## src/rtl/ram_burst_pkg.sv

```systemverilog
// Shared state encodings and command constants for the burst RAM engine.
package ram_burst_pkg;

    typedef enum logic [2:0] {
        ST_IDLE   = 3'd0,
        ST_WR     = 3'd1,
        ST_RD_REQ = 3'd2,
        ST_RD_OUT = 3'd3,
        ST_DONE   = 3'd4
    } state_t;

    localparam logic RW_READ  = 1'b1;
    localparam logic RW_WRITE = 1'b0;

endpackage

```

## src/rtl/ram_sp_sync.sv

```systemverilog
// Single-port RAM: synchronous write, registered read. The array is never reset;
// only the read register clears so the read port starts at a known value.
module ram_sp_sync #(
    parameter int DATA_W = 8,
    parameter int ADDR_W = 4
) (
    input  logic              clk,
    input  logic              rst,
    input  logic              we,
    input  logic              re,
    input  logic [ADDR_W-1:0] addr,
    input  logic [DATA_W-1:0] wdata,
    output logic [DATA_W-1:0] rdata
);

    logic [DATA_W-1:0] mem [2**ADDR_W];

    always_ff @(posedge clk) begin
        if (we) begin
            mem[addr] <= wdata;
        end
    end

    always_ff @(posedge clk or posedge rst) begin
        if (rst) begin
            rdata <= '0;
        end else if (re) begin
            rdata <= mem[addr];
        end
    end

endmodule

```

## src/rtl/ram_burst_ctrl.sv

```systemverilog
// Burst access engine over a single-port synchronous RAM: one command, then a
// write or read stream over valid/ready with wrapping address.
module ram_burst_ctrl
    import ram_burst_pkg::*;
#(
    parameter int DATA_W = 8,
    parameter int ADDR_W = 4,
    parameter int LEN_W  = ADDR_W + 1
) (
    input  logic              clk,
    input  logic              rst,
    input  logic              cmd_valid,
    output logic              cmd_ready,
    input  logic              cmd_rw,
    input  logic [ADDR_W-1:0] cmd_addr,
    input  logic [LEN_W-1:0]  cmd_len,
    input  logic [DATA_W-1:0] wr_data,
    input  logic              wr_valid,
    output logic              wr_ready,
    output logic [DATA_W-1:0] rd_data,
    output logic              rd_valid,
    input  logic              rd_ready,
    output logic              busy,
    output logic              done
);

    localparam int DEPTH = 2**ADDR_W;

    state_t            state;
    logic [ADDR_W-1:0] addr;
    logic [LEN_W-1:0]  remaining;
    logic              last;
    logic              mem_we;
    logic              mem_re;

    assign last   = (remaining == LEN_W'(1));
    assign mem_we = (state == ST_WR) && wr_valid;
    assign mem_re = (state == ST_RD_REQ);

    ram_sp_sync #(
        .DATA_W (DATA_W),
        .ADDR_W (ADDR_W)
    ) u_ram (
        .clk   (clk),
        .rst   (rst),
        .we    (mem_we),
        .re    (mem_re),
        .addr  (addr),
        .wdata (wr_data),
        .rdata (rd_data)
    );

    // Handshake outputs are registered and updated together with the state.
    always_ff @(posedge clk or posedge rst) begin
        if (rst) begin
            state     <= ST_IDLE;
            addr      <= '0;
            remaining <= '0;
            cmd_ready <= 1'b1;
            wr_ready  <= 1'b0;
            rd_valid  <= 1'b0;
            busy      <= 1'b0;
            done      <= 1'b0;
        end else begin
            case (state)
                ST_IDLE: begin
                    if (cmd_valid) begin
                        addr      <= cmd_addr;
                        remaining <= (cmd_len == '0) ? LEN_W'(DEPTH) : cmd_len;
                        cmd_ready <= 1'b0;
                        busy      <= 1'b1;
                        if (cmd_rw == RW_READ) begin
                            state <= ST_RD_REQ;
                        end else begin
                            state    <= ST_WR;
                            wr_ready <= 1'b1;
                        end
                    end
                end
                ST_WR: begin
                    if (wr_valid) begin
                        addr      <= addr + ADDR_W'(1);
                        remaining <= remaining - LEN_W'(1);
                        if (last) begin
                            state    <= ST_DONE;
                            wr_ready <= 1'b0;
                            done     <= 1'b1;
                        end
                    end
                end
                ST_RD_REQ: begin
                    state    <= ST_RD_OUT;
                    rd_valid <= 1'b1;
                end
                ST_RD_OUT: begin
                    if (rd_ready) begin
                        addr      <= addr + ADDR_W'(1);
                        remaining <= remaining - LEN_W'(1);
                        rd_valid  <= 1'b0;
                        if (last) begin
                            state <= ST_DONE;
                            done  <= 1'b1;
                        end else begin
                            state <= ST_RD_REQ;
                        end
                    end
                end
                ST_DONE: begin
                    state     <= ST_IDLE;
                    done      <= 1'b0;
                    busy      <= 1'b0;
                    cmd_ready <= 1'b1;
                end
                default: begin
                    state     <= ST_IDLE;
                    wr_ready  <= 1'b0;
                    rd_valid  <= 1'b0;
                    done      <= 1'b0;
                    busy      <= 1'b0;
                    cmd_ready <= 1'b1;
                end
            endcase
        end
    end

endmodule

```

## config.mk

```make
export PLATFORM = sky130hd
export DESIGN_NAME = ram_burst_ctrl
export DESIGN_NICKNAME = d
export VERILOG_FILES = /design/src/rtl/ram_burst_pkg.sv /design/src/rtl/ram_sp_sync.sv /design/src/rtl/ram_burst_ctrl.sv
export SDC_FILE = /design/constraint.sdc
export NUM_CORES = 1
export LEC_CHECK = 0
export CORE_MARGIN = 1.5
export CORE_UTILIZATION = 64
export DETAILED_ROUTE_END_ITERATION = 6
export HOLD_SLACK_MARGIN = 0.1
export PLACE_DENSITY = 0.87
export SLEW_MARGIN = 20
export SYNTH_ARGS = -nofsm -noshare
export SYNTH_HDL_FRONTEND = slang
export SYNTH_SLANG_ARGS = --single-unit
```

## constraint.sdc

```tcl
create_clock -name clk -period 4.7 [get_ports clk]
set_clock_uncertainty 0.15 [all_clocks]
set_input_delay 0.94 -clock clk [delete_from_list [all_inputs] [get_ports clk]]
set_output_delay 0.94 -clock clk [all_outputs]
set_load 0.01 [all_outputs]
```

# After elaboration in Yosys (flattened, before gate mapping)
# Memory sizes are Yosys's and may differ from the RTL's. A register that Yosys moved wholly into a read port is not among the register bits.
# Index checks and enable logic that the tools add are counted.
# op_classes
n_addsub	2
n_eq_ne	10
n_mux	33
n_bitwise	4
n_reduce_logical	14
# ops
op	count
2-to-1 mux 5 bit	4
2-to-1 mux 3 bit	5
case mux 5 bit (3 select lines)	1
2-to-1 mux 1 bit	12
2-to-1 mux 4 bit	3
case mux 3 bit (4 select lines)	1
case mux 4 bit (3 select lines)	1
inequality test 2 bit (second input constant)	5
case mux 1 bit (3 select lines)	3
OR reduction 3 bit	3
AND reduction 4 bit	2
== test 3 x 2 -> 1 bit (second input constant)	2
== test 5 x 1 -> 1 bit (second input constant)	1
zero test 5 bit	1
AND reduction 5 bit	1
subtractor 5 x 1 -> 5 bit (second input constant)	1
adder 4 x 1 -> 4 bit (second input constant)	1
NOT 1 bit	4
case mux 1 bit (2 select lines)	2
AND reduction 2 bit	2
== test 3 x 1 -> 1 bit (second input constant)	1
== test 3 bit (second input constant)	1
zero test 3 bit	1
AND reduction 3 bit	1
other kinds (4)	4
# word_totals
reg_bits	17
ramBits	128
inputBits	23
mem_count	1
# mem_list
memory	words	width	read_ports	rd_ports_with_merged_regs	write_ports	line_no	rtl
u_ram.mem	16	8	1	1	1	ram_sp_sync.sv:16	logic [DATA_W-1:0] mem [2**ADDR_W];

# Depth between registers and ports, before layout
# Gate-level depths: netlist of the first run.
# logic_depth
word_depth	4
ltp_mapped	7
ltp_nobuf	6

# Cells and area by module
# Synthesis of the first run repeated with hierarchy kept, for this count alone.
# hier_totals
cells_unflattened	418
area_unflattened_um2	6452.4
# by_module_without_submodules
module	n_inst	cells_each	area_each_um2	seq_area_each_um2
ram_sp_sync	1	310	5408.9	4043.9
ram_burst_ctrl	1	108	1043.5	426.7

# Worst setup path after synthesis of the first run
# No wires, ideal clock.
# synth_path
path_kind	input -> register
startpoint	in wr_valid
endpoint	mem u_ram.mem[0][0] (enable)
arrival_time_ns	2.014
t_required_ns	4.167
slack_ns	2.152
stages	4
n_path_buf	0
cell_sequence	nand2_1 nor3_1 nand2_1 nor3_1
# synth_via
elab_chain_len	3
# synth_lines
item	line_no	rtl
start, declared	ram_burst_ctrl.sv:18	input logic wr_valid,
logical AND 1 bit	ram_burst_ctrl.sv:37	assign mem_we = (state == ST_WR) && wr_valid;
2-to-1 mux 1 bit	ram_sp_sync.sv:19	if (we) begin
2-to-1 mux 1 bit (implied by the code)	ram_sp_sync.sv:20	mem[addr] <= wdata;
end, declared	ram_sp_sync.sv:16	
# No other way between the ends.

# Final worst setup path of the first run
# layout_path
startpoint	in wr_valid
endpoint	mem u_ram.mem[0][6] (enable)
# The elaborated chain is that of the path after synthesis.

==> qor.yml, run 1 <==
outcome:
  status: "finished clean"
logic_synthesis:
  synth_top_family_by_area: "multiplexers"
  async_flop_share_pct: 16.3
  netlist_area_um2: 6510
  yosys-mux-area-fraction_pct: 10.4
  synth_ff_type: "edfxtp_1"
  synth-seq-cells: 153
  synthCells: 422
  synth_fa_ha_area_share_pct: 1.15
  ys_warn_count: 0
  yosysSeqAreaShare_pct: 68.6
  syn_area_per_cell_um2: 15.4
  synth_compound_area_share_pct: 8.76
  synth.net_count: 451
  synthXorXnorAreaFrac_pct: 0
  synth_edf_count: 128
  yosysUniqueCellTypes: 58
  synth-simple-area-share_pct: 7.87
timing:
  max_freq_mhz: 310
  slew_violations: 0
  min_period_ps: 3230
  fin_setup_tns_ps: 0
  max-slew-margin-rel_pct: 32.8
  rsz0062_at_grt: "no"
  final-setup-viol-count: 0
  period_share_pct: 68.7
  tightest_slew_ps: 1000
  hold_viol: 0
job:
  cap_violations: 0
die:
  die_width_um: 104
  fp.coreArea_um2: 9820
  boundaryPins: 36
  num_rows: 36
  start_util_pct: 66.3
  dieArea_um2: 10800
  die_h_um: 104
setup_path:
  end_kind: "register"
  path_max_fanout: 8
  worstSetupStartpointType: "input pin"
  setup.worst_path.class: "in -> reg"
  cp.required_ps: 4710
  cp.arrival_ps: 3240
routing:
  wirelength_um: 15000
  drtPass1Iterations: 7
  drt_first_iter_violations: 577
  vias_per_cell: 6.82
  ant_nets: 0
  remaining_drc_errors: 0
  num_vias: 4119
  drt-wirelength-per-cell_um: 24.8
pwr:
  p_sw_mw: 1.41
  p_comb_share_pct: 29.2
  ir_worst_vdd_mv: 0.390
  p_per_area_nw_per_um2: 570
  internal_power_mw: 2.85
  switching_share_pct: 33.2
  pwr-share-seq_pct: 40.6
  clkPwrFrac_pct: 30.2
  leakage_nw: 2.54
grt:
  grt_pass1_wl_um: 23500
  grt_usage_pct: 30.0
  antenna_found_initial: 0
  gr-total-overflow: 0
  grt_max_degree: 35
  grt_pass1_vias: 4039
min_path:
  hold_path.class: "reg -> reg"
layout:
  final_cell_mix: "edfxtp_1 (128), clkdlybuf4s50_1 (35), nor2_1 (34), dfrtp_1 (23), nand2_1 (22)"
  stdcell_count: 604
  nets: 487
  layout_commonest_cell: "edfxtp_1"
  antenna_cells: 0
  syn2layout_area_growth_pct: 14.8
  layout-drive-gt1-share_pct: 17.2
clock_network:
  clock-sinks: 153
  postCtsSetupRepairBufs: 0
  clk_pin_slew_ps: 60
  tritoncts: "done"
  cts_resized: 0
  htree_levels: 4
  cts_made_buffers: 17
  root_buffer: "clkbuf_8"
  postCtsHoldBufs: 0
  cts.path.max_buffers: 2
  clkLatencyLatePin_ps: 540
placed_design:
  io_buffer_count: 35
  gp_congestion: 0.901
  placedCellCount: 572
  hpwlAfterDp_um: 9260
==> layout make-up <==
cell class              count  area [µm²]
flip-flops and latches    153        4470
fillers                   583        2340
multi-input cells         234        1840
clock buffers              18         418
repair buffers             43         410
well taps                 133         166
clock inverters            14         136
inverters                   9        33.8
==> worst paths after layout <==
path	from	to	slack, ps	cells past startpoint
min	wr_ready$_DFFE_PP0P_	wr_ready$_DFFE_PP0P_	340	1
min in group asynchronous	rst	u_ram.rdata[1]$_DFFE_PP0P_	630	2
max reg2reg	state[0]$_DFFE_PP0P_	u_ram.mem[0][6]$_DFFE_PP_	1670	4
max	wr_valid	u_ram.mem[0][6]$_DFFE_PP_	1470	5
min reg2reg	wr_ready$_DFFE_PP0P_	wr_ready$_DFFE_PP0P_	340	1
max in group asynchronous	rst	addr[3]$_DFFE_PP0P_	3350	2
==> synthesized netlist by cell type, types with 5 or more instances <==
| master | number | area share [%] |
|---|---|---|
| mux2i_1 | 11 | 1.7 |
| nor3_1 | 15 | 1.2 |
| inv_1 | 8 | 0.46 |
| mux4_2 | 9 | 3.1 |
| buf_6 | 5 | 0.86 |
| buf_2 | 8 | 0.61 |
| o32a_1 | 5 | 0.77 |
| a22oi_1 | 6 | 0.69 |
| o21ai_0 | 17 | 1.3 |
| ha_1 | 6 | 1.2 |
| nor2b_1 | 5 | 0.48 |
| o22ai_1 | 6 | 0.58 |
| nand2_1 | 22 | 1.3 |
| nor2_1 | 34 | 2.0 |
| mux2_2 | 21 | 3.6 |
| o211ai_1 | 6 | 0.69 |
| a21oi_1 | 8 | 0.61 |
| edfxtp_1 | 128 | 59 |
| clkbuf_1 | 5 | 0.29 |
| dfrtp_1 | 24 | 9.2 |
| buf_4 | 7 | 0.81 |
| a32oi_1 | 5 | 0.67 |
==> per-stage QoR <==
| stage | worst slack [ps] | utilization [%] | hold slack (ps) | total power [mW] | instance area (µm²) |
|---|---|---|---|---|---|
| CTS | 1510 | 76.1 | 341 | 4.25 | 7470 |
| global placement | 1040 | 70.5 | 303 | 2.90 | 6920 |
| finish | 1470 | 76.2 | 340 | 4.26 | 7480 |
| detailed placement | 954 | 70.5 | 318 | 2.95 | 6920 |
| global route | 1340 | 76.2 | 362 | 4.42 | 7480 |
| floorplan | 2150 | - | 315 | 2.59 | 6520 |
==> flip-flops by register name, summed over array words and instances, names as in the netlist <==
register / flops
state: 3
u_ram.rdata: 8
wr_ready: 1
addr: 4
done: 1
remaining: 5
u_ram.mem: 128
cmd_ready: 1
rd_valid: 1
busy: 1
==> power groups by stage <==
stage	logic [mW]	registers [mW]	clock network (mW)
2_1_floorplan	0.901	1.69	0
3_3_place_gp	1.16	1.74	0
3_5_place_dp	1.20	1.75	0
4_1_cts	1.23	1.73	1.29
5_1_grt	1.32	1.75	1.35
6_report	1.24	1.73	1.29
==> worst max-delay path, cell delays in order <==
cell and delay (ps):
clkdlybuf4s50_1 530, nand2_1 70, nor3_1 580, nand2_1 290
nor3_1 830
==> metal layers <==
metal	part of all wire [%]	wire (µm)	vias to the layer above	track usage (%)
met4	3.4	506	0	14.8
met1	39	5790	2011	41.5
met3	11	1640	52	9.21
met5	0	0	-	0
li1	-	-	1735	-
met2	47	7070	321	43.9
==> cells by family after synthesis <==
group,after synthesis
buffers and inverters,35
DFF,153
muxes,47
and+or+nand+nor,102
adders and majority gates,6
AOI/OAI and AO/OA,79
Note: power is estimated with default switching activity, not from simulation.
==> inputs of run 2 (changes only) <==
--- a/config.mk
+++ b/config.mk
@@ -6,10 +6,10 @@
 export NUM_CORES = 1
 export LEC_CHECK = 0
 export CORE_MARGIN = 1.5
-export CORE_UTILIZATION = 64
+export CORE_UTILIZATION = 59
 export DETAILED_ROUTE_END_ITERATION = 6
 export HOLD_SLACK_MARGIN = 0.1
-export PLACE_DENSITY = 0.87
+export PLACE_DENSITY = 0.81
 export SLEW_MARGIN = 20
 export SYNTH_ARGS = -nofsm -noshare
 export SYNTH_HDL_FRONTEND = slang
==> constraint.sdc (replaced) <==
create_clock -name clk -period 3.1 [get_ports clk]
set_clock_uncertainty 0.15 [all_clocks]
set_input_delay 0.62 -clock clk [delete_from_list [all_inputs] [get_ports clk]]
set_output_delay 0.62 -clock clk [all_outputs]
set_load 0.01 [all_outputs]
==> qor.yml, run 2 (same netlist as run 1, synthesis figures left out) <==
setup_path:
  worstSetupStartpointType: "register"
  rr_worst_depth: 4  # unchanged
  path_max_fanout: 22  # +14
  cp.required_ps: 3370  # -1340 ps
  setup.worst_path.class: "reg -> reg"
  rrSetupSlack_ps: 620  # -1050 ps
  reg2reg_from: "addr[0]$_DFFE_PP0P_"
  r2r_end: "u_ram.rdata[3]$_DFFE_PP0P_"
  end_kind: "register"
  cp.arrival_ps: 2760  # -480 ps
layout:
  antenna_cells: 0  # unchanged
  largest_reg_flops: 128  # unchanged
  top_regs: "u_ram.mem (128), u_ram.rdata (8), remaining (5)"
  layout-drive-gt1-share_pct: 19.5  # +2.3 points
  final_cell_mix: "edfxtp_1 (128), clkdlybuf4s50_1 (35), nor2_1 (34), dfrtp_1 (24), buf_4 (24)"
  layout_commonest_cell: "edfxtp_1"
  regMostFlops: "u_ram.mem"
  nets: 504  # +3.5%
  syn2layout_area_growth_pct: 16.8
  fillers: 655  # +12%
routing:
  wirelength_um: 15200  # +1.2%
  vias_per_cell: 6.49  # -4.9%
  drtPass1Iterations: 5  # -2
  ant_nets: 0  # unchanged
  drt-wirelength-per-cell_um: 24.2  # -2.7%
  drt_first_iter_violations: 488  # -15%
  num_vias: 4073  # -1.1%
  remaining_drc_errors: 0  # unchanged
clock_network:
  cts_made_buffers: 17  # unchanged
  clk_pin_slew_ps: 60  # about the same
  postCtsSetupRepairBufs: 0  # unchanged
  cts_resized: 0  # unchanged
  root_buffer: "clkbuf_8"
  clkLatencyLatePin_ps: 540  # about the same
  tritoncts: "done"
  clock-sinks: 153  # unchanged
  postCtsHoldBufs: 0  # unchanged
  cts.path.max_buffers: 2  # unchanged
  htree_levels: 4  # unchanged
timing:
  min_period_ps: 2480
  rsz0062_at_grt: "no"
  whs_ps: 305  # -35.7 ps
  max_freq_mhz: 403
  fin_setup_tns_ps: 0  # unchanged
  slew_violations: 0  # unchanged
  worst_slack_ps: 616  # -856 ps
  period_share_pct: 80.1
  final-setup-viol-count: 0  # unchanged
  tightest_slew_ps: 980  # -19.8 ps
  max-slew-margin-rel_pct: 34.7  # +1.8 points
  hold_viol: 0  # unchanged
die:
  die_width_um: 108  # +4.0%
  boundaryPins: 36  # unchanged
  fp.coreArea_um2: 10800  # +9.9%
  start_util_pct: 60.4  # -6.0 points
  die_h_um: 108  # +4.0%
  num_rows: 38  # +5.6%
  dieArea_um2: 11700  # +8.2%
job:
  cap_violations: 0  # unchanged
grt:
  antenna_found_initial: 0  # unchanged
  grt_usage_pct: 28.0  # -2.1 points
  grt_pass1_wl_um: 23000  # -2.0%
  gr-total-overflow: 0  # unchanged
  grt_max_degree: 41  # +17%
  grt_pass1_vias: 3982  # -1.4%
pwr:
  leakage_nw: 2.62  # +3.2%
  p_per_area_nw_per_um2: 842  # +48%
  ir_worst_vdd_mv: 0.391  # +0.12%
placed_design:
  hpwlAfterDp_um: 9510  # +2.6%
  io_buffer_count: 35  # unchanged
  post-place-ws_ps: 545  # -409 ps
  gp_congestion: 0.864  # -4.2%
min_path:
  hold_path.class: "in -> async"
outcome:
  status: "finished clean"
-- run 2: cell types whose count changed in the layout (fill, tap and decap cells not counted), sizes merged --
cell / delta
buf: +17
inv: -5
clkinvlp: +3
clkinv: +2
-- run 2: power by group --
part	switching [mW]	total [mW]	internal (mW)
Sequential	0.249	2.63	2.38
Clock	0.823	1.89	1.06
Combinational	1.02	1.89	0.866
-- run 2: metrics by stage --
stage	total power, mW	std cells	instance area, µm²	utilization, %
6_report	6.41	628	7610	70.5
5_1_grt	6.66	628	7610	70.5
4_1_cts	6.40	628	7610	70.5
3_5_place_dp	4.51	596	7070	65.5
3_3_place_gp	4.43	596	7070	65.5
2_1_floorplan	3.93	422	6520	-
-- run 2: layout make-up --
class                   instances  area [µm²]  area share [%]
inverters                       9        33.8           0.444
clock buffers                  18         418            5.49
flip-flops and latches        153        4470            58.7
multi-input cells             234        1840            24.2
repair buffers                 60         551            7.23
clock inverters                14         124            1.63
well taps                     140         175            2.30
-- run 2: layer usage --
layer	wire length [µm]	vias up	track usage [%]
li1	-	1764	-
met1	6200	2023	38.3
met2	7120	252	42.5
met3	1450	34	8.02
met4	408	0	11.7
met5	0	-	0
-- run 2: critical path, stage by stage (launching register included) --
cell and delay (ps):
dfrtp_1 980, inv_2 310, o311ai_0 460, a311oi_1 150
a211o_1 300
-- run 2: worst max path at each step --
stage                    startpoint                         end  slack [ps]
4_1_cts         addr[0]$_DFFE_PP0P_  u_ram.rdata[3]$_DFFE_PP0P_         630
2_1_floorplan  state[0]$_DFFE_PP0P_   u_ram.mem[0][0]$_DFFE_PP_         860
6_report        addr[0]$_DFFE_PP0P_  u_ram.rdata[3]$_DFFE_PP0P_         620
3_3_place_gp               wr_valid   u_ram.mem[7][7]$_DFFE_PP_         540
5_1_grt         addr[0]$_DFFE_PP0P_  u_ram.rdata[3]$_DFFE_PP0P_         500
3_5_place_dp               wr_valid   u_ram.mem[0][2]$_DFFE_PP_         540
==> inputs of run 3 (changes only) <==
==> constraint.sdc (replaced) <==
create_clock -name clk -period 2.4 [get_ports clk]
set_clock_uncertainty 0.15 [all_clocks]
set_input_delay 0.48 -clock clk [delete_from_list [all_inputs] [get_ports clk]]
set_output_delay 0.48 -clock clk [all_outputs]
set_load 0.01 [all_outputs]
==> qor.yml, run 3 (same netlist as run 1, synthesis figures left out) <==
clock_network:
  cts.path.max_buffers: 2  # unchanged
  clkLatencyLatePin_ps: 530  # about the same
  cts_resized: 0  # unchanged
  postCtsHoldBufs: 0  # unchanged
  cts_made_buffers: 17  # unchanged
  tritoncts: "done"
  root_buffer: "clkbuf_8"
  clock-sinks: 153  # unchanged
  postCtsSetupRepairBufs: 0  # unchanged
  htree_levels: 4  # unchanged
  clk_pin_slew_ps: 60  # about the same
timing:
  fin_setup_tns_ps: 0  # unchanged
  slew_violations: 0  # unchanged
  max_freq_mhz: 453
  min_period_ps: 2210
  period_share_pct: 91.9
  max-slew-margin-rel_pct: 48.6  # +14 points
  tightest_slew_ps: 769  # -211 ps
  worst_slack_ps: 194  # -422 ps
  hold_viol: 0  # unchanged
  rsz0062_at_grt: "no"
  final-setup-viol-count: 0  # unchanged
grt:
  grt_pass1_vias: 4015  # +0.83%
  grt_usage_pct: 27.3  # -0.66 points
  grt_max_degree: 43  # +4.9%
  antenna_found_initial: 0  # unchanged
  grt_pass1_wl_um: 22700  # -1.2%
  gr-total-overflow: 0  # unchanged
setup_path:
  r2r_end: "u_ram.rdata[3]$_DFFE_PP0P_"
  crit_buf_inv: 1  # unchanged
  rrSetupSlack_ps: 270  # -350 ps
  reg2reg_from: "addr[1]$_DFFE_PP0P_"
  slowest_delay_ps: 530  # -450 ps
  setup.worst_path.class: "reg -> out"
  cp.required_ps: 1770  # -1600 ps
  cp.arrival_ps: 1580  # -1180 ps
  worstSetupStartpointType: "register"
  cpLargestDelayFamily: "buffers and inverters"
  crit_path_top_delay_cell: "clkdlybuf4s50_1"
  crit_chain: "clkdlybuf4s50_1"
  path_max_fanout: 2  # -91%
  end_kind: "output port"
  rr_worst_depth: 6  # +2
routing:
  drt-wirelength-per-cell_um: 23.0  # -4.8%
  wirelength_um: 14600  # -3.5%
  drtPass1Iterations: 5  # unchanged
  drt_first_iter_violations: 558  # +14%
  num_vias: 4087  # +0.34%
  remaining_drc_errors: 0  # unchanged
  ant_nets: 0  # unchanged
  vias_per_cell: 6.42  # -1.1%
layout:
  layout_commonest_cell: "edfxtp_1"
  top_regs: "u_ram.mem (128), u_ram.rdata (8), remaining (5)"
  regMostFlops: "u_ram.mem"
  syn2layout_area_growth_pct: 18.7
  nets: 513  # +1.8%
  layout-drive-gt1-share_pct: 20.3  # +0.85 points
  final_cell_mix: "edfxtp_1 (128), clkdlybuf4s50_1 (35), nor2_1 (34), buf_4 (32), dfrtp_1 (24)"
  largest_reg_flops: 128  # unchanged
  antenna_cells: 0  # unchanged
placed_design:
  gp_congestion: 0.831  # -3.8%
  io_buffer_count: 35  # unchanged
  post-place-ws_ps: 53.1  # -492 ps
  hpwlAfterDp_um: 9460  # -0.51%
die:
  boundaryPins: 36  # unchanged
  die_width_um: 108  # unchanged
  die_h_um: 108  # unchanged
  start_util_pct: 60.4  # unchanged
  num_rows: 38  # unchanged
  fp.coreArea_um2: 10800  # unchanged
  dieArea_um2: 11700  # unchanged
pwr:
  ir_worst_vdd_mv: 0.633  # +62%
  p_per_area_nw_per_um2: 1100  # +31%
  leakage_nw: 2.70  # +3.2%
outcome:
  status: "finished clean"
min_path:
  hold_path.class: "in -> async"
job:
  cap_violations: 0  # unchanged
-- run 3: cell count changes in the layout (fill, tap and decap cells not counted), sizes merged --
cell      before  now
buf           25   34
bufinv         1    3
clkbuf        18   25
clkinv         5    4
clkinvlp       5    0
inv           12    9
-- run 3: area by class of cell --
type	instances	area, µm²
inverters	9	33.8
well taps	140	175
clock buffers	25	464
multi-input cells	234	1840
flip-flops and latches	153	4470
repair buffers	69	631
fillers	676	3060
clock inverters	7	118
-- run 3: metrics by stage --
stage               hold WS [ps]  power [mW]  instances  utilization (%)  area, µm²
finish                       169        8.52        637             71.6       7730
global route                 194        8.88        637             71.6       7730
CTS                          152        8.53        637             71.6       7730
detailed placement           312        5.90        605             66.2       7150
global placement             298        5.81        605             66.2       7150
floorplan                    315        5.08        422                -       6520
-- run 3: how the worst max path moves through the flow --
stage | from | end | slack, ps | cells after the start
finish | cmd_ready$_DFFE_PP1P_ | cmd_ready | 190 | 1
floorplan | state[0]$_DFFE_PP0P_ | u_ram.mem[0][0]$_DFFE_PP_ | 160 | 6
global placement | wr_valid | u_ram.mem[3][1]$_DFFE_PP_ | 90 | 7
detailed placement | wr_valid | u_ram.mem[0][2]$_DFFE_PP_ | 50 | 7
CTS | cmd_ready$_DFFE_PP1P_ | cmd_ready | 160 | 1
global route | cmd_ready$_DFFE_PP1P_ | cmd_ready | 140 | 1
-- run 3: power by group --
group          switching, mW  leakage, nW  internal [mW]
combinational           1.42        0.974           1.19
sequential             0.205         1.44           3.08
clock                  0.980        0.284           1.64
-- run 3: worst min-delay path: stages --
cell	delay [ps]
clkdlybuf4s50_1	390
inv_1	50
buf_4	330
-- run 3: metal layers --
metal	vias up	global-route usage (%)	routed length, µm
li1	1778	-	-
met2	242	43.2	7180
met3	38	7.23	1230
met4	0	10.2	367
met1	2029	36.8	5880
met5	-	0	0
